===== src/rtl/fetch_decode.sv =====
`timescale 1ns/1ps
// fetch_decode: fetches a two- or three-word instruction over a req/ack memory
// port, decodes it into registered datapath control fields and issues a single
// write pulse per instruction.
//
// Ports:
//   clk, rst_n          clock, asynchronous active-low reset
//   program_counter     base address of the next instruction (sampled in FETCH0)
//   imem_req/imem_addr  instruction memory request and address (held until ack)
//   imem_ack/imem_data  memory acknowledge and read data (captured on ack edge)
//   halt                stalls the decoder in ISSUE with no write
//   op..copy_select     decoded fields, registered on capture edges
//   write, issue        write enable pulse and its strobe, live one ISSUE cycle
//   illegal             sticky flag for nonzero reserved bits in word1
module fetch_decode #(
  parameter int unsigned ADDR_STEP = 1
) (
  input  logic        clk,
  input  logic        rst_n,
  input  logic [31:0] program_counter,
  output logic        imem_req,
  output logic [31:0] imem_addr,
  input  logic        imem_ack,
  input  logic [31:0] imem_data,
  input  logic        halt,
  output logic [2:0]  op,
  output logic        form,
  output logic [1:0]  vec,
  output logic [3:0]  alu_config,
  output logic [3:0]  A,
  output logic [3:0]  B,
  output logic [3:0]  C,
  output logic [3:0]  D,
  output logic [3:0]  Y1,
  output logic [3:0]  Y2,
  output logic [1:0]  write,
  output logic        const_c,
  output logic        pc_inc,
  output logic [31:0] constant,
  output logic [3:0]  copy_select,
  output logic        issue,
  output logic        illegal
);

  localparam logic [31:0] Step = 32'(ADDR_STEP);

  typedef enum logic [2:0] {
    StFetch0,
    StFetch1,
    StFetch2,
    StIssue,
    StSettle
  } state_e;

  state_e     state;
  logic [1:0] write_field;
  logic       reserved_bad;

  always_ff @(posedge clk or negedge rst_n) begin
    if (!rst_n) begin
      state        <= StFetch0;
      imem_req     <= 1'b0;
      imem_addr    <= '0;
      op           <= '0;
      form         <= 1'b0;
      vec          <= '0;
      alu_config   <= '0;
      A            <= '0;
      B            <= '0;
      C            <= '0;
      D            <= '0;
      Y1           <= '0;
      Y2           <= '0;
      const_c      <= 1'b0;
      pc_inc       <= 1'b0;
      constant     <= '0;
      copy_select  <= '0;
      illegal      <= 1'b0;
      write_field  <= '0;
      reserved_bad <= 1'b0;
    end else begin
      unique case (state)
        StFetch0: begin
          // First FETCH0 cycle only launches the request; acks are ignored until
          // imem_req is actually high.
          if (!imem_req) begin
            imem_req  <= 1'b1;
            imem_addr <= program_counter;
          end else if (imem_ack) begin
            op          <= imem_data[31:29];
            form        <= imem_data[28];
            vec         <= imem_data[27:26];
            write_field <= imem_data[25:24];
            A           <= imem_data[23:20];
            B           <= imem_data[19:16];
            C           <= imem_data[15:12];
            D           <= imem_data[11:8];
            Y1          <= imem_data[7:4];
            Y2          <= imem_data[3:0];
            imem_addr   <= imem_addr + Step;
            state       <= StFetch1;
          end
        end
        StFetch1: begin
          if (imem_ack) begin
            const_c      <= imem_data[31];
            pc_inc       <= imem_data[30];
            alu_config   <= imem_data[29:26];
            copy_select  <= imem_data[25:22];
            reserved_bad <= |imem_data[21:0];
            if (|imem_data[21:0]) illegal <= 1'b1;
            if (imem_data[31]) begin
              imem_addr <= imem_addr + Step;
              state     <= StFetch2;
            end else begin
              imem_req <= 1'b0;
              state    <= StIssue;
            end
          end
        end
        StFetch2: begin
          if (imem_ack) begin
            constant <= imem_data;
            imem_req <= 1'b0;
            state    <= StIssue;
          end
        end
        StIssue: begin
          if (!halt) state <= StSettle;
        end
        StSettle: begin
          state <= StFetch0;
        end
        default: begin
          imem_req <= 1'b0;
          state    <= StFetch0;
        end
      endcase
    end
  end

  // The write pulse must drop in the very cycle halt is high, so it is gated
  // from registered state rather than registered itself.
  always_comb begin
    issue = (state == StIssue) && !halt;
    write = (issue && !reserved_bad) ? write_field : 2'b00;
  end

endmodule


===== config.mk =====
export PLATFORM = sky130hd
export DESIGN_NAME = fetch_decode
export DESIGN_NICKNAME = d
export VERILOG_FILES = /design/src/rtl/fetch_decode.sv
export SDC_FILE = /design/constraint.sdc
export NUM_CORES = 1
export LEC_CHECK = 0
export CAP_MARGIN = 20
export CORE_UTILIZATION = 28
export DETAILED_ROUTE_END_ITERATION = 12
export GPL_TIMING_DRIVEN = 0
export HOLD_SLACK_MARGIN = 0.15
export PLACE_DENSITY = 0.59
export REMOVE_ABC_BUFFERS = 1
export SLEW_MARGIN = 20
export SYNTH_ARGS = -nofsm -noshare
export SYNTH_HDL_FRONTEND = slang
export SYNTH_SLANG_ARGS = --single-unit

===== constraint.sdc =====
create_clock -name clk -period 1.72 [get_ports clk]
set_input_delay 0.344 -clock clk [delete_from_list [all_inputs] [get_ports clk]]
set_output_delay 0.344 -clock clk [all_outputs]
set_load 0.005 [all_outputs]

Word-level counts from Yosys, hierarchy flattened:

Index checks and enable logic that the tools add are counted.

* register bits: 112
* bits of input ports: 68
* output and inout port bits: 109
* word-level logic and storage cells: 66

* add/subtract/negate cells: 1
* equal/unequal tests: 12
* muxes and demuxes: 17
* bitwise gates (word level): 1
* reductions and logical operators: 15

Operators with widths (number)
* 2-to-1 mux 32 bit: 4
* one-hot mux 32 bit (2 select lines): 1
* adder 32 x 1 -> 32 bit, second input constant: 1
* OR reduction 22 bit: 1
* 2-to-1 mux 3 bit: 5
* inequality test 2 bit, second input constant: 7
* one-hot mux 3 bit (4 select lines): 1
* AND reduction 4 bit: 2
* == test 3 x 2 -> 1 bit, second input constant: 2
* AND reduction 3 bit: 2
* AND reduction 5 bit: 1
* 2-to-1 mux 1 bit: 4
* one-hot mux 1 bit (4 select lines): 1
* AND reduction 2 bit: 2
* == test 3 x 1 -> 1 bit, second input constant: 1
* == test 3 bit, second input constant: 1
* zero test 3 bit: 1
* inequality test 3 bit, second input constant: 1
* logical AND 1 bit: 2
* zero test 1 bit: 2
* 2-to-1 mux 2 bit: 1
* nonzero test 2 bit: 1
* OR reduction 2 bit: 1
* inverter 1 bit: 1

Logic depth before layout (Yosys ltp):

Gate-level depths: netlist of run 1.

* depth in word-level cells: 4
* mapped depth: 8
* depth with buffers taken out: 6

Worst setup path after synthesis of run 1:

OpenSTA, ideal clock, no wires.

* path type: register to register
* start: register imem_addr[0]
* end: register imem_addr[30]
* library setup time: 0.072 ns
* arrival time: 1.861 ns
* required time: 1.648 ns
* setup slack: -0.213 ns
* stages on the path, launching flop included: 7
* path buffers: 0
* period minus slack after synthesis: 1.933 ns
* cells stage by stage: dfrtp_1 ha_1 nand3_1 nor4_4 nand3_2 or4_1 nand3_1

* longest elaborated chain between the ends: 4
* elaborated cells on any way between the ends: 6
* those cells by class: add/sub (1); mux (5)

Ends and longest elaborated chain
* start: declaration: RTL line 22 `output logic [31:0] imem_addr,`
* start signal: assignment: RTL line 88 `imem_addr <= program_counter;`
* start signal: assignment: RTL line 100 `imem_addr <= imem_addr + Step;`
* start signal: assignment: RTL line 113 `imem_addr <= imem_addr + Step;`
* adder 32 x 1 -> 32 bit *: RTL line 100, 113
* 2-to-1 mux 32 bit (on tied branches): RTL line 112, 89
* 2-to-1 mux 32 bit (on tied branches): RTL line 105, 86
* one-hot mux 32 bit (2 select lines) *: RTL line 82 `unique case (state)`

Mark *: on every way between the ends. The rest lies on a longest branch, timed or not. The select of a mux whose other input is x is not followed.
A chain may end at the register's enable or synchronous reset.

Worst setup path after layout of run 1:

* start: register state[2]
* end: output port write[0]

* longest elaborated chain between the ends: 4

Ends and longest elaborated chain
* start: declaration: RTL line 55 `state_e state;`
* start signal: assignment: RTL line 61 `state <= StFetch0;`
* start signal: assignment: RTL line 101 `state <= StFetch1;`
* start signal: assignment: RTL line 114 `state <= StFetch2;`
* == test 3 x 2 -> 1 bit: RTL line 145 `issue = (state == StIssue) && !halt;`
* logical AND 1 bit: RTL line 145
* logical AND 1 bit: RTL line 146 `write = (issue && !reserved_bad) ? write_field : 2'b00;`
* 2-to-1 mux 2 bit: RTL line 146
* end: declaration: RTL line 36 `output logic [1:0] write,`

Every way passes these cells.

==> flow_summary.ini, run 1 <==
[status]
status = finished with violations
violations = negative setup slack

[critical_path]
r2r_slack_ns = -0.15
end_kind = output pin
cp_data_required_time_ns = 1.38
critical_path.slowest_cell = dfrtp_2
crit_path_cell_trace = nor4bb_4, buf_4, and3_4, buf_6
cp.arrival_ns = 1.52
path_max_fanout = 2
crit_path_start_kind = flop
slowest_delay_ns = 0.42
path_delay_family = simple AND/OR/NAND/NOR gates
rr_startpoint = state[2]
reg2reg_depth = 7
critPathKind = flop to output pin
crit_buf_inv = 2
r2r-end = imem_addr[25]

[clock_network]
clock_latency_ns = 0.35
htree_levels = 3
cts_sinks = 112
clk_root_buffer_cell = clkbuf_16
clk_pin_slew_ns = 0.08
cts_buffer_depth = 2
cts_tree = done
numCtsBuffers = 9

[global_route]
grt_pass1_vias = 4878
grt_overflow_total = 0
grt_max_degree = 65
track_usage_pct = 18.45
grt_pass1_wl_um = 26360
grt.met3_usage_pct = 6.623
grtUsageMet2_pct = 31.63
busiest_layer = met2
antenna_found_initial = 0
grt_use_met1_pct = 21.28

[detailed_routing]
dr.pass1.iters = 6
drc = 0
wirelength_um = 18700
num_vias = 4927
wl_per_cell_um = 20.00
viasPerCell = 5.270
ant_nets = 0
drt-initial-drc-count = 225

[timing]
worst_slew_pin_slew_ns = 0.6887
hold_violations = 0
finalSetupViolations = 45
tns_ns = -2.161
max_slew_margin_pct = 54.08
fmax_ghz = 0.5358
timing.final.ws_setup_ns = -0.1462
fin_crit_ns = 1.866
fin_crit_sh_pct = 108.5
skew_ns = 0.005828
rsz0062_at_grt = yes
final_max_slew_viol_count = 0

[layout]
reg_top3 = constant x32, imem_addr x32
layout.nets = 770
final_area_um2 = 8762
post-route-util_pct = 48.61
fin_cells = 935
area_growth_pct = 69.93
antenna_cells = 0
n_fill_cell = 1582
drive_gt1_share_pct = 37.54

[placed_design]
dp_hpwl_um = 10950
place_area_um2 = 7213
portBuffers = 176
routabilityCongestion = 0.8461
dp_cells = 832

[floorplanning]
die_x_um = 137.7
fp.coreArea_um2 = 18020
die-area_um2 = 18960
io_pins = 177
start_util_pct = 28.61
die_h_um = 137.7
rows = 49

[pwr]
ir_worst_vdd_v = 0.0008469
powerDensity_nw_per_um2 = 1819
leakage_nw = 3.578

[worst_hold_path]
hold_end = state[2]
min_from = halt
hp-class = primary input to flop
hold_depth = 2

[synth]
synth_area_um2 = 5156
ys_warn_count = 0
synthFlopType = dfrtp_1
async_flop_share_pct = 100.0
synth_edf_count = 0
ys_ff_latch = 112
synth.distinct_cells = 53
syn_inst = 451
synth.avg_cell_area_um2 = 11.43
seq_area_frac_synth_pct = 54.36

[flow_run]
cap_violations = 0
-- synthesized netlist by cell type, drive strengths merged, types with 3 or more instances --
cell,count,area (µm²)
a21boi,3,22.52
a21oi,28,140.1
a22oi,3,22.52
a2bb2oi,7,61.31
a31oi,6,37.54
and2,5,32.53
and3,11,70.07
and4,5,43.79
buf,12,62.56
clkbuf,18,68.81
dfrtp,112,2803
inv,6,22.52
mux2,74,833.3
nand2,24,90.09
nand3,28,145.1
nand4,13,87.58
nor2,17,66.32
nor4,7,58.81
o21ai,29,145.1
o22ai,6,37.54
or4,9,68.82
-- what timing repair did --
item                                   CTS  global route
endpoints found under the hold margin   63             0
setup buffers                           41            40
gates cloned                             5             4
hold buffers                             1             0
setup endpoints to repair              114            88
pin swaps                               18            27
resized for setup                       81            91
-- area by class of cell --
class / count / area, µm² / area share [%]
tap: 229 / 286.5 / 3.270
clock inverter: 5 / 46.29 / 0.5283
inverter: 6 / 25.02 / 0.2856
multi-input combinational: 310 / 2660 / 30.36
timing repair buffer: 262 / 2661 / 30.37
clock buffer: 11 / 252.7 / 2.884
sequential: 112 / 2830 / 32.30
-- worst reg2reg max path, cell delays in order, from the launching register on --
cell	delay, ns
dfrtp_2	0.42
buf_4	0.18
nor2_4	0.18
buf_6	0.14
a21oi_4	0.06
clkbuf_16	0.19
or4_1	0.53
nand3_1	0.10
-- per-layer routing --
metal	vias up	routed length [µm]
li1	2210	-
met1	2434	7309
met2	251	8919
met3	32	2017
met4	0	450
met5	-	0
-- worst max path at each step --
stage | start | end | depth (start not counted) | slack (ns)
after floorplan | imem_addr[7] | imem_addr[27] | 5 | -0.66
after global placement | rst_n | A[2] | 1 | -4.20
after detailed placement | imem_ack | imem_addr[17] | 6 | -1.22
after CTS | imem_addr[0] | imem_addr[27] | 6 | -0.23
after global routing | state[2] | imem_addr[25] | 7 | -0.22
final | state[2] | write[0] | 4 | -0.15
-- placed cells by master, fill, tap and decap left out, types with 4 or more instances in the layout --
master / netlist / final
clkdlybuf4s50_1: 0 / 159
dfrtp_1: 112 / 90
mux2_2: 73 / 68
buf_4: 2 / 55
a21oi_1: 28 / 22
dfrtp_2: 0 / 22
buf_6: 0 / 22
nand2_1: 24 / 21
nand3_1: 27 / 20
o21ai_0: 29 / 19
nor2_1: 16 / 16
nand4_1: 12 / 12
clkbuf_16: 0 / 10
dlymetal6s2s_1: 0 / 10
o21ai_1: 0 / 7
and3_4: 0 / 6
a31oi_1: 6 / 6
a2bb2oi_1: 7 / 6
nand3_4: 0 / 5
a21oi_2: 0 / 5
mux2_4: 0 / 5
or4_4: 0 / 5
inv_1: 6 / 4
a21o_4: 0 / 4
or4_1: 8 / 4
buf_8: 0 / 4
buf_12: 0 / 4
-- kinds of logic (layout without fill, tap and decap cells) --
logic type	count (synthesis)	count (layout)	share of synthesized area [%]
fa+ha+maj	1	1	0.2426
simple gates	127	130	14.00
flops	112	112	54.36
buf+inv	36	284	2.985
mux	75	75	16.36
compound gates	100	104	12.06
-- per-stage QoR --
step                      power [mW]  setup WS, ns  hold WS (ns)
after global routing           16.85       -0.2249        0.3865
after CTS                      14.83       -0.2298        0.3690
after detailed placement       11.47        -1.222        0.3914
final                          15.93       -0.1462        0.3815
after global placement         11.15        -4.196        0.4513
after floorplan                7.647       -0.6551       0.04841
-- where the power goes --
group / total, mW / internal, mW / switching (mW) / leakage, nW
combinational: 8.82 / 5.18 / 3.64 / 2.15
clock: 2.14 / 1.09 / 1.05 / 0.142
sequential: 4.97 / 3.97 / 1.00 / 1.28
total: 15.9 / 10.2 / 5.69 / 3.58
No activity file was read; power rests on OpenSTA's default activity.
==> run 2: changes to the inputs <==
CORE_UTILIZATION = 46   (was 28)
PLACE_DENSITY = 0.84   (was 0.59)
SETUP_SLACK_MARGIN = 0.1   (was not set)
clock period = 1.8 ns   (was 1.72 ns; I/O delays follow)
==> flow_summary.ini, run 2 (synthesis gave the netlist of run 1 again) <==
[placed_design]
routabilityCongestion = 0.8554
dp_cells = 742
place_area_um2 = 7061
dp_hpwl_um = 9715
portBuffers = 176

[detailed_routing]
drc = 0
dr.pass1.iters = 5
num_vias = 5588
wirelength_um = 21200
wl_per_cell_um = 24.40
drt-initial-drc-count = 680
viasPerCell = 6.430
ant_nets = 0

[clock_network]
htree_levels = 3
cts_sinks = 112
clock_latency_ns = 0.39
clk_root_buffer_cell = clkbuf_8
cts_tree = done
clk_pin_slew_ns = 0.11
cts_buffer_depth = 2
numCtsBuffers = 9

[worst_hold_path]
hold_end = state[2]
hp-class = primary input to flop
min_from = halt
hold_depth = 2

[global_route]
grt_overflow_total = 0
track_usage_pct = 31.72
grt_pass1_vias = 5340
grt_max_degree = 67
antenna_found_initial = 0
grt_pass1_wl_um = 28120

[pwr]
leakage_nw = 3.826
power.share.sequential_pct = 29.4
p_sw_mw = 6.004
p_comb_share_pct = 60.9
clkPwrFrac_pct = 9.7
fin_total_pwr_mw = 15.94
internal_power_mw = 9.934
swShare_pct = 37.67
powerDensity_nw_per_um2 = 1794
ir_worst_vdd_v = 0.0009730

[critical_path]
rr_startpoint = imem_addr[10]
crit_path_cell_trace = nand4_4, buf_4, nor4_4, buf_4, buf_8, and2_4, a31oi_4, o22a_1
r2r_slack_ns = -0.20
crit_top_cell = buf_4
end_kind = flop
cp_data_required_time_ns = 2.07
reg2reg_depth = 8
cp.arrival_ns = 2.28
crit_buf_inv = 3
r2r-end = imem_addr[20]
path_max_fanout = 8
path_delay_family = simple AND/OR/NAND/NOR gates
critical_path.slowest_cell = dfrtp_1
critPathKind = flop to flop
crit_path_start_kind = flop
crit_cells = 8
slowest_delay_ns = 0.44

[layout]
n_fill_cell = 542
layout_commonest_cell = clkdlybuf4s50_1
fin_cells = 869
multi_input_area_um2 = 2779
layout.nets = 793
seq_area_um2 = 2820
post-route-util_pct = 81.60
reg_top3 = constant x32, imem_addr x32
layout_common_cells = clkdlybuf4s50_1 (147), dfrtp_1 (98), buf_4 (73)
area_growth_pct = 72.31
final_area_um2 = 8885
drive_gt1_share_pct = 37.36

[timing]
rsz0062_at_grt = yes
worst_slew_pin_slew_ns = 0.4946
finalSetupViolations = 18
fmax_ghz = 0.4990
skew_ns = 0.01291
fin_crit_sh_pct = 111.3
max_slew_margin_pct = 67.03
fin_crit_ns = 2.004
tns_ns = -2.126
timing.final.ws_setup_ns = -0.2040
final_max_slew_viol_count = 0
hold_violations = 0

[floorplanning]
die_h_um = 107.9
die_x_um = 107.9
fp.coreArea_um2 = 10890
die-area_um2 = 11640
rows = 38
start_util_pct = 47.36
io_pins = 177

[flow_run]
cap_violations = 0

[status]
violations = negative setup slack
status = finished with violations
==> run 2: layout make-up <==
type	count	area share (%)
inverters	6	0.2817
diodes	1	0.02817
clock buffers	11	1.479
multi-input cells	311	31.28
flip-flops and latches	112	31.74
well taps	140	1.972
clock inverters	4	0.6196
repair buffers	284	32.60
==> run 2: repair_timing <==
action	CTS	global route
gates cloned	9	4
endpoints found under the hold margin	46	0
buffers inserted	68	30
pin swaps	27	28
resized for setup	123	80
setup endpoints to repair	126	129
hold buffers	1	0
==> run 2: metrics by stage <==
stage               hold slack [ns]  setup WS, ns
finish                       0.3907       -0.2040
global route                 0.3988       -0.2371
CTS                          0.3892       -0.1293
detailed placement           0.3247        -1.094
global placement             0.4517        -3.804
floorplan                   0.06441       -0.5751
==> run 2: how the worst max path moves through the flow <==
stage | startpoint | to | slack, ns
floorplan | imem_addr[7] | imem_addr[27] | -0.58
global placement | rst_n | B[1] | -3.80
detailed placement | imem_ack | imem_addr[17] | -1.09
CTS | imem_addr[0] | imem_addr[27] | -0.13
global route | imem_addr[17] | imem_addr[31] | -0.24
finish | imem_addr[10] | imem_addr[20] | -0.20
==> run 2: layer usage <==
metal	share of wire [%]	GRT usage, %	wire length (µm)
met4	6.5	16.93	1379
met1	34	37.79	7293
met3	12	9.201	2477
met2	47	51.69	10050
met5	0	0	0
==> run 2: power by group through the flow <==
stage,Combinational (mW),Sequential [mW],Clock (mW)
after floorplan,2.62,4.68,0
after global placement,5.78,4.65,0
after detailed placement,6.01,4.76,0
after CTS,8.10,4.59,1.54
after global routing,10.1,4.81,1.65
final,9.71,4.68,1.55
